--- src/rtl/ffe_pkg.sv ---
// Shared width derivation, tree sizing and saturation limits for the ffe_pipe equaliser.
package ffe_pkg;

  function automatic int unsigned clog2(input int unsigned n);
    int unsigned r;
    r = 0;
    while ((32'd1 << r) < n) r++;
    return r;
  endfunction

  function automatic int unsigned prod_bw(input int unsigned in_bw, input int unsigned coef_bw);
    return in_bw + coef_bw;
  endfunction

  function automatic int unsigned acc_bw(input int unsigned in_bw, input int unsigned coef_bw,
                                         input int unsigned n_coef);
    return prod_bw(in_bw, coef_bw) + clog2(n_coef);
  endfunction

  // Operand count entering tree level lvl (level 0 is the product row).
  function automatic int unsigned lvl_cnt(input int unsigned n, input int unsigned lvl);
    return (n + (32'd1 << lvl) - 32'd1) >> lvl;
  endfunction

  function automatic longint sat_max(input int unsigned out_bw);
    return (longint'(1) << (out_bw - 1)) - longint'(1);
  endfunction

  function automatic longint sat_min(input int unsigned out_bw);
    return -(longint'(1) << (out_bw - 1));
  endfunction

endpackage

--- src/rtl/ffe_add_stage.sv ---
// One registered adder-tree level: pairwise sums, odd leftover operand registered through.
module ffe_add_stage #(
  parameter int unsigned N_IN = 2,
  parameter int unsigned W    = 8
) (
  input  logic                         clk,
  input  logic                         rst,
  input  logic [N_IN*W-1:0]            ops,
  output logic [((N_IN+1)/2)*W-1:0]    sums
);

  localparam int unsigned N_OUT = (N_IN + 1) / 2;

  always_ff @(posedge clk or posedge rst) begin
    if (rst) begin
      sums <= '0;
    end else begin
      for (int i = 0; i < int'(N_IN / 2); i++) begin
        sums[i*W +: W] <= ops[(2*i)*W +: W] + ops[(2*i+1)*W +: W];
      end
      if ((N_IN % 2) != 0) begin
        sums[(N_OUT-1)*W +: W] <= ops[(N_IN-1)*W +: W];
      end
    end
  end

endmodule

--- src/rtl/ffe_pipe.sv ---
// Pipelined direct-form FFE with valid tracking, atomic coefficient load and saturating output.
// Define FFE_PIPE_ROUND_EN for round-half-up on the output slice; otherwise it truncates.
module ffe_pipe
  import ffe_pkg::*;
#(
  parameter int unsigned IN_BW   = 11,
  parameter int unsigned OUT_BW  = 9,
  parameter int unsigned COEF_BW = 9,
  parameter int unsigned N_COEF  = 7,
  parameter int unsigned OUT_LSB = 7
) (
  input  logic                       i_clk,
  input  logic                       i_rst,
  input  logic                       i_valid,
  input  logic [IN_BW-1:0]           i_data,
  input  logic [COEF_BW*N_COEF-1:0]  i_coefs,
  input  logic                       i_coef_upd,
  output logic                       o_valid,
  output logic [OUT_BW-1:0]          o_data,
  output logic                       o_sat
);

  localparam int unsigned LOG2N   = clog2(N_COEF);
  localparam int unsigned PROD_BW = prod_bw(IN_BW, COEF_BW);
  localparam int unsigned ACC_BW  = acc_bw(IN_BW, COEF_BW, N_COEF);
  localparam logic signed [ACC_BW:0] MAXV = (ACC_BW+1)'(sat_max(OUT_BW));
  localparam logic signed [ACC_BW:0] MINV = (ACC_BW+1)'(sat_min(OUT_BW));

  logic signed [COEF_BW-1:0] coef [N_COEF];
  logic signed [IN_BW-1:0]   dly  [1:N_COEF-1];
  logic signed [IN_BW-1:0]   tap  [N_COEF];
  logic signed [PROD_BW-1:0] mult [N_COEF];
  logic [N_COEF*ACC_BW-1:0]  prod;
  logic [LOG2N:0]            vld;
  logic signed [ACC_BW-1:0]  acc;
  logic signed [ACC_BW:0]    ext;
  logic signed [ACC_BW:0]    shifted;
  logic [OUT_BW-1:0]         data_c;
  logic                      sat_c;

  // Active coefficient bank, swapped as a whole.
  always_ff @(posedge i_clk or posedge i_rst) begin
    if (i_rst) begin
      for (int k = 0; k < int'(N_COEF); k++) coef[k] <= '0;
    end else if (i_coef_upd) begin
      for (int k = 0; k < int'(N_COEF); k++) coef[k] <= i_coefs[k*COEF_BW +: COEF_BW];
    end
  end

  always_comb begin
    tap[0] = i_data;
    for (int k = 1; k < int'(N_COEF); k++) tap[k] = dly[k];
    for (int k = 0; k < int'(N_COEF); k++) mult[k] = PROD_BW'(coef[k]) * PROD_BW'(tap[k]);
  end

  // Delay line and product row advance only on accepted samples.
  always_ff @(posedge i_clk or posedge i_rst) begin
    if (i_rst) begin
      for (int k = 1; k < int'(N_COEF); k++) dly[k] <= '0;
      prod <= '0;
    end else if (i_valid) begin
      dly[1] <= i_data;
      for (int k = 2; k < int'(N_COEF); k++) dly[k] <= dly[k-1];
      for (int k = 0; k < int'(N_COEF); k++) prod[k*ACC_BW +: ACC_BW] <= ACC_BW'(mult[k]);
    end
  end

  for (genvar l = 0; l < int'(LOG2N); l++) begin : g_lvl
    localparam int unsigned NI = lvl_cnt(N_COEF, l);
    localparam int unsigned NO = lvl_cnt(N_COEF, l + 1);
    logic [NO*ACC_BW-1:0] sums;
    if (l == 0) begin : g_first
      ffe_add_stage #(.N_IN(NI), .W(ACC_BW)) u_stage (
        .clk(i_clk), .rst(i_rst), .ops(prod), .sums(sums)
      );
    end else begin : g_rest
      ffe_add_stage #(.N_IN(NI), .W(ACC_BW)) u_stage (
        .clk(i_clk), .rst(i_rst), .ops(g_lvl[l-1].sums), .sums(sums)
      );
    end
  end

  assign acc = g_lvl[LOG2N-1].sums;

  always_ff @(posedge i_clk or posedge i_rst) begin
    if (i_rst) vld <= '0;
    else       vld <= {vld[LOG2N-1:0], i_valid};
  end

  // One guard bit above the accumulator absorbs the rounding increment.
  always_comb begin
    ext = (ACC_BW+1)'(acc);
`ifdef FFE_PIPE_ROUND_EN
    ext = ext + ((ACC_BW+1)'(1) << (OUT_LSB - 1));
`endif
    shifted = ext >>> OUT_LSB;
    sat_c   = 1'b0;
    data_c  = OUT_BW'(shifted);
    if (shifted > MAXV) begin
      data_c = OUT_BW'(MAXV);
      sat_c  = 1'b1;
    end else if (shifted < MINV) begin
      data_c = OUT_BW'(MINV);
      sat_c  = 1'b1;
    end
  end

  always_ff @(posedge i_clk or posedge i_rst) begin
    if (i_rst) begin
      o_valid <= 1'b0;
      o_data  <= '0;
      o_sat   <= 1'b0;
    end else begin
      o_valid <= vld[LOG2N];
      if (vld[LOG2N]) begin
        o_data <= data_c;
        o_sat  <= sat_c;
      end
    end
  end

endmodule

--- config.mk ---
export PLATFORM = sky130hd
export DESIGN_NAME = ffe_pipe
export DESIGN_NICKNAME = d
export VERILOG_FILES = /design/src/rtl/ffe_pkg.sv /design/src/rtl/ffe_add_stage.sv /design/src/rtl/ffe_pipe.sv
export SDC_FILE = /design/constraint.sdc
export NUM_CORES = 2
export LEC_CHECK = 0
export BUFFER_PORTS_ARGS = -buffer_cell sky130_fd_sc_hd__buf_2
export CORE_ASPECT_RATIO = 0.8
export CORE_MARGIN = 1
export CORE_UTILIZATION = 69
export CTS_CLUSTER_DIAMETER = 100
export DETAILED_ROUTE_END_ITERATION = 6
export HOLD_SLACK_MARGIN = 0.15
export PLACE_DENSITY_LB_ADDON = 0.1
export REMOVE_ABC_BUFFERS = 1
export SYNTH_ARGS = -nofsm -noshare
export SYNTH_HDL_FRONTEND = slang
export SYNTH_SLANG_ARGS = --single-unit
--- constraint.sdc ---
create_clock -name i_clk -period 42.8 [get_ports i_clk]
set_input_delay 6.42 -clock i_clk [delete_from_list [all_inputs] [get_ports i_clk]]
set_output_delay 6.42 -clock i_clk [all_outputs]
set_load 0.01 [all_outputs]
==> results.ini <==
[setup_path]
critPathMostFrequentCell = fa_1
crit_type = in2reg
critical-path-max-stage-delay_ps = 550
timing.critical_path.slowest_stage_cell = fa_1
setup.worst_path.start_class = input pin
worst_path_max_fanout = 10
crit_chain = buf_2 -> nand2_1 -> fa_1 -> inv_1 -> fa_1 -> inv_1 -> fa_1 -> inv_1 -> fa_1 -> ha_1 -> ha_1 -> a21oi_1 -> nand2b_1 -> a21boi_1 -> o41ai_2 -> o2111ai_1 -> a31oi_1 -> xnor2_1 -> mux2_2
reg2reg_setup_slack_ps = 36900
reg2reg_to = prod[91]
worst_ep_required_time_ps = 43290
reg2regPathDepth = 21
timing.critical_path.max_delay_family = adder cells
timing.critical_path.arrival_ps = 11230
regToRegStartpoint = coef[27]
critPathCaptureType = register
crit_buf_inv = 4

[global_routing]
grt_overflow = 0
grt_util_all_layers = 0.296
grt_antenna_before_repair = 0
grt_first_pass_wirelength_um = 157000
grt_max_degree = 158
grt_pass1_vias = 31200

[sta]
rsz0062_at_grt = no
timing.final.setup_violations = 0
maxSlewHeadroom = 0.314
setup_total_negative_slack_ps = 0
final_max_slew_viol_count = 0
tightest_slew_ps = 1030
period_minus_slack_ps = 10740
period_share = 0.251
fin_skew_ps = 16.3
final_hold_viol_count = 0
highest_clock_rate_ghz = 0.0931

[run]
drv_cap = 0

[worst_hold_path]
min_delay_path_depth = 0
min_path_type = reg2reg
worstHoldEndpoint = vld[1]
min-delay-start = vld[0]

[final_layout]
finish.net_count = 5416
area_growth_pct = 5.75
layout-drive-gt1-share = 0.0942
insertedDiodeCount = 0

[clock_network]
clock_tree.root_cell = clkbuf_16
cts_num_sinks = 435
cts.reportedPaths.clkPinSlew_ps = 60
clkLatencyLatePin_ps = 620
cts_setup_buffers = 0
post_cts_resize_count = 0
cts_tree = done
cts.hold.buffers_added = 0
max_h_tree_level = 2
cts_inserted_buffers = 48
clock_tree.buffer_depth = 3

[place]
place_congestion = 0.877
portBuffers = 88
dp_hpwl_um = 70000

[synthesis]
yosysMostFrequentCell = inv_1
post_synth_num_cell_types = 73
synth.ff_latch_count = 435
synth.avg_cell_area_um2 = 10.1
synth_warnings = 0
synth.cell_area_um2 = 44200
async_flop_share = 1.00
postSynthCellCount = 4357
synth_ff_type = dfrtp_1
synth_seq_area_share = 0.246
yosys.area.top_type = fa_1
yosys-top-cells-area = fa_1, dfrtp_1, ha_1
ys_top_cells_by_count = inv_1, fa_1, dfrtp_1
yosysTopAreaCellShare = 0.268
synth_enable_flop_cells = 0

[drt]
route.detailed.vias_per_inst = 5.73
wirelength_um = 90900
route.antenna.remaining_nets = 0
drt_drc_violations_left = 0
post_drt_wl_per_cell_um = 17.5
via_count = 29800
drtIter0Drc = 1956
detailed_routing_iterations_pass_1 = 5

[floorplanning]
die_x_um = 285
die_area_um2 = 65100
boundary_pins = 89
std_cell_rows = 82
die_y_um = 228
start_util = 0.702
core_um2 = 63000

[outcome]
status = completed

metal layers:
metal	GRT usage	part of all wire	up-vias
met4	0.0555	0.015	0
met5	0	0	-
met3	0.0395	0.059	94
met1	0.455	0.48	15100
li1	-	-	13800
met2	0.458	0.45	771
flip-flops by register name, indices dropped and copies added, names as in the netlist:
signal / count
o_valid: 1
o_data: 9
dly: 66
g_lvl.g_first.u_stage.sums: 89
prod: 140
g_lvl.g_rest.u_stage.sums: 62
coef: 63
o_sat: 1
vld: 4
cell families (layout without fill, tap and decap cells):
logic type      Yosys count  after routing  synth area share
xor+xnor                220            220            0.0436
flops                   435            435             0.246
fa+ha+maj              1012           1012             0.387
mux                     215            215            0.0548
compound gates          484            484            0.0725
buf+inv                 861            865            0.0732
simple gates           1130           1130             0.123
worst reg2reg max path: cells and delay by family, from the launching register on:
family	cells	cell delay [ps]
AOI/OAI and AO/OA	7	1850
adders and majority gates	7	2670
buffers and inverters	4	210
DFF	1	620
and+or+nand+nor	3	430
final cells by class:
class / instances / area, um2
Fill cell: 4501 / 16200
Inverter: 684 / 2580
Timing Repair Buffer: 96 / 524
Tap cell: 840 / 1050
Sequential cell: 435 / 10900
Multi-Input combinational cell: 3061 / 30100
Clock inverter: 18 / 240
Clock buffer: 67 / 1380
through the flow:
stage	cells	setup slack (ps)	utilization	instance area, um2	hold WS, ps
floorplan	4180	24260	-	43600	331
CTS	5201	32080	0.742	46800	351
global route	5201	31780	0.742	46800	356
global placement	5116	31500	0.717	45100	335
finish	5201	32060	0.742	46800	348
detailed placement	5116	31440	0.717	45100	335
layout by cell type, fill, tap and decap left out, drive strengths merged, types with 12 or more instances in the layout:
cell / netlist / routed
nor3: 58 / 58
a21oi: 122 / 122
fa: 593 / 593
inv: 676 / 678
nor2: 185 / 185
a211o: 12 / 12
a21boi: 15 / 15
dfrtp: 435 / 435
and2: 272 / 272
xnor2: 185 / 185
nand2: 428 / 428
nand2b: 40 / 40
buf: 9 / 95
a31oi: 15 / 15
a21o: 41 / 41
xor2: 35 / 35
nand3: 52 / 52
mux2: 215 / 215
o211ai: 19 / 19
o31ai: 16 / 16
ha: 419 / 419
clkbuf: 168 / 68
clkinv: 8 / 15
a211oi: 22 / 22
o21ai: 110 / 110
nor2b: 44 / 44
or3: 12 / 12
o21bai: 18 / 18
o21a: 31 / 31
how the worst max path moves through the flow:
stage | startpoint | to | cells after the start
4_1_cts | i_data[7] | prod[18] | 19
2_1_floorplan | i_rst | coef[0] | 1
3_5_place_dp | i_data[7] | prod[18] | 19
3_3_place_gp | i_data[7] | prod[18] | 19
6_report | i_data[7] | prod[18] | 19
5_1_grt | i_data[7] | prod[18] | 19
Power is left out: the tool's default activity adds up to more than one toggle a clock period on the data nets, which glitch-free logic cannot reach.
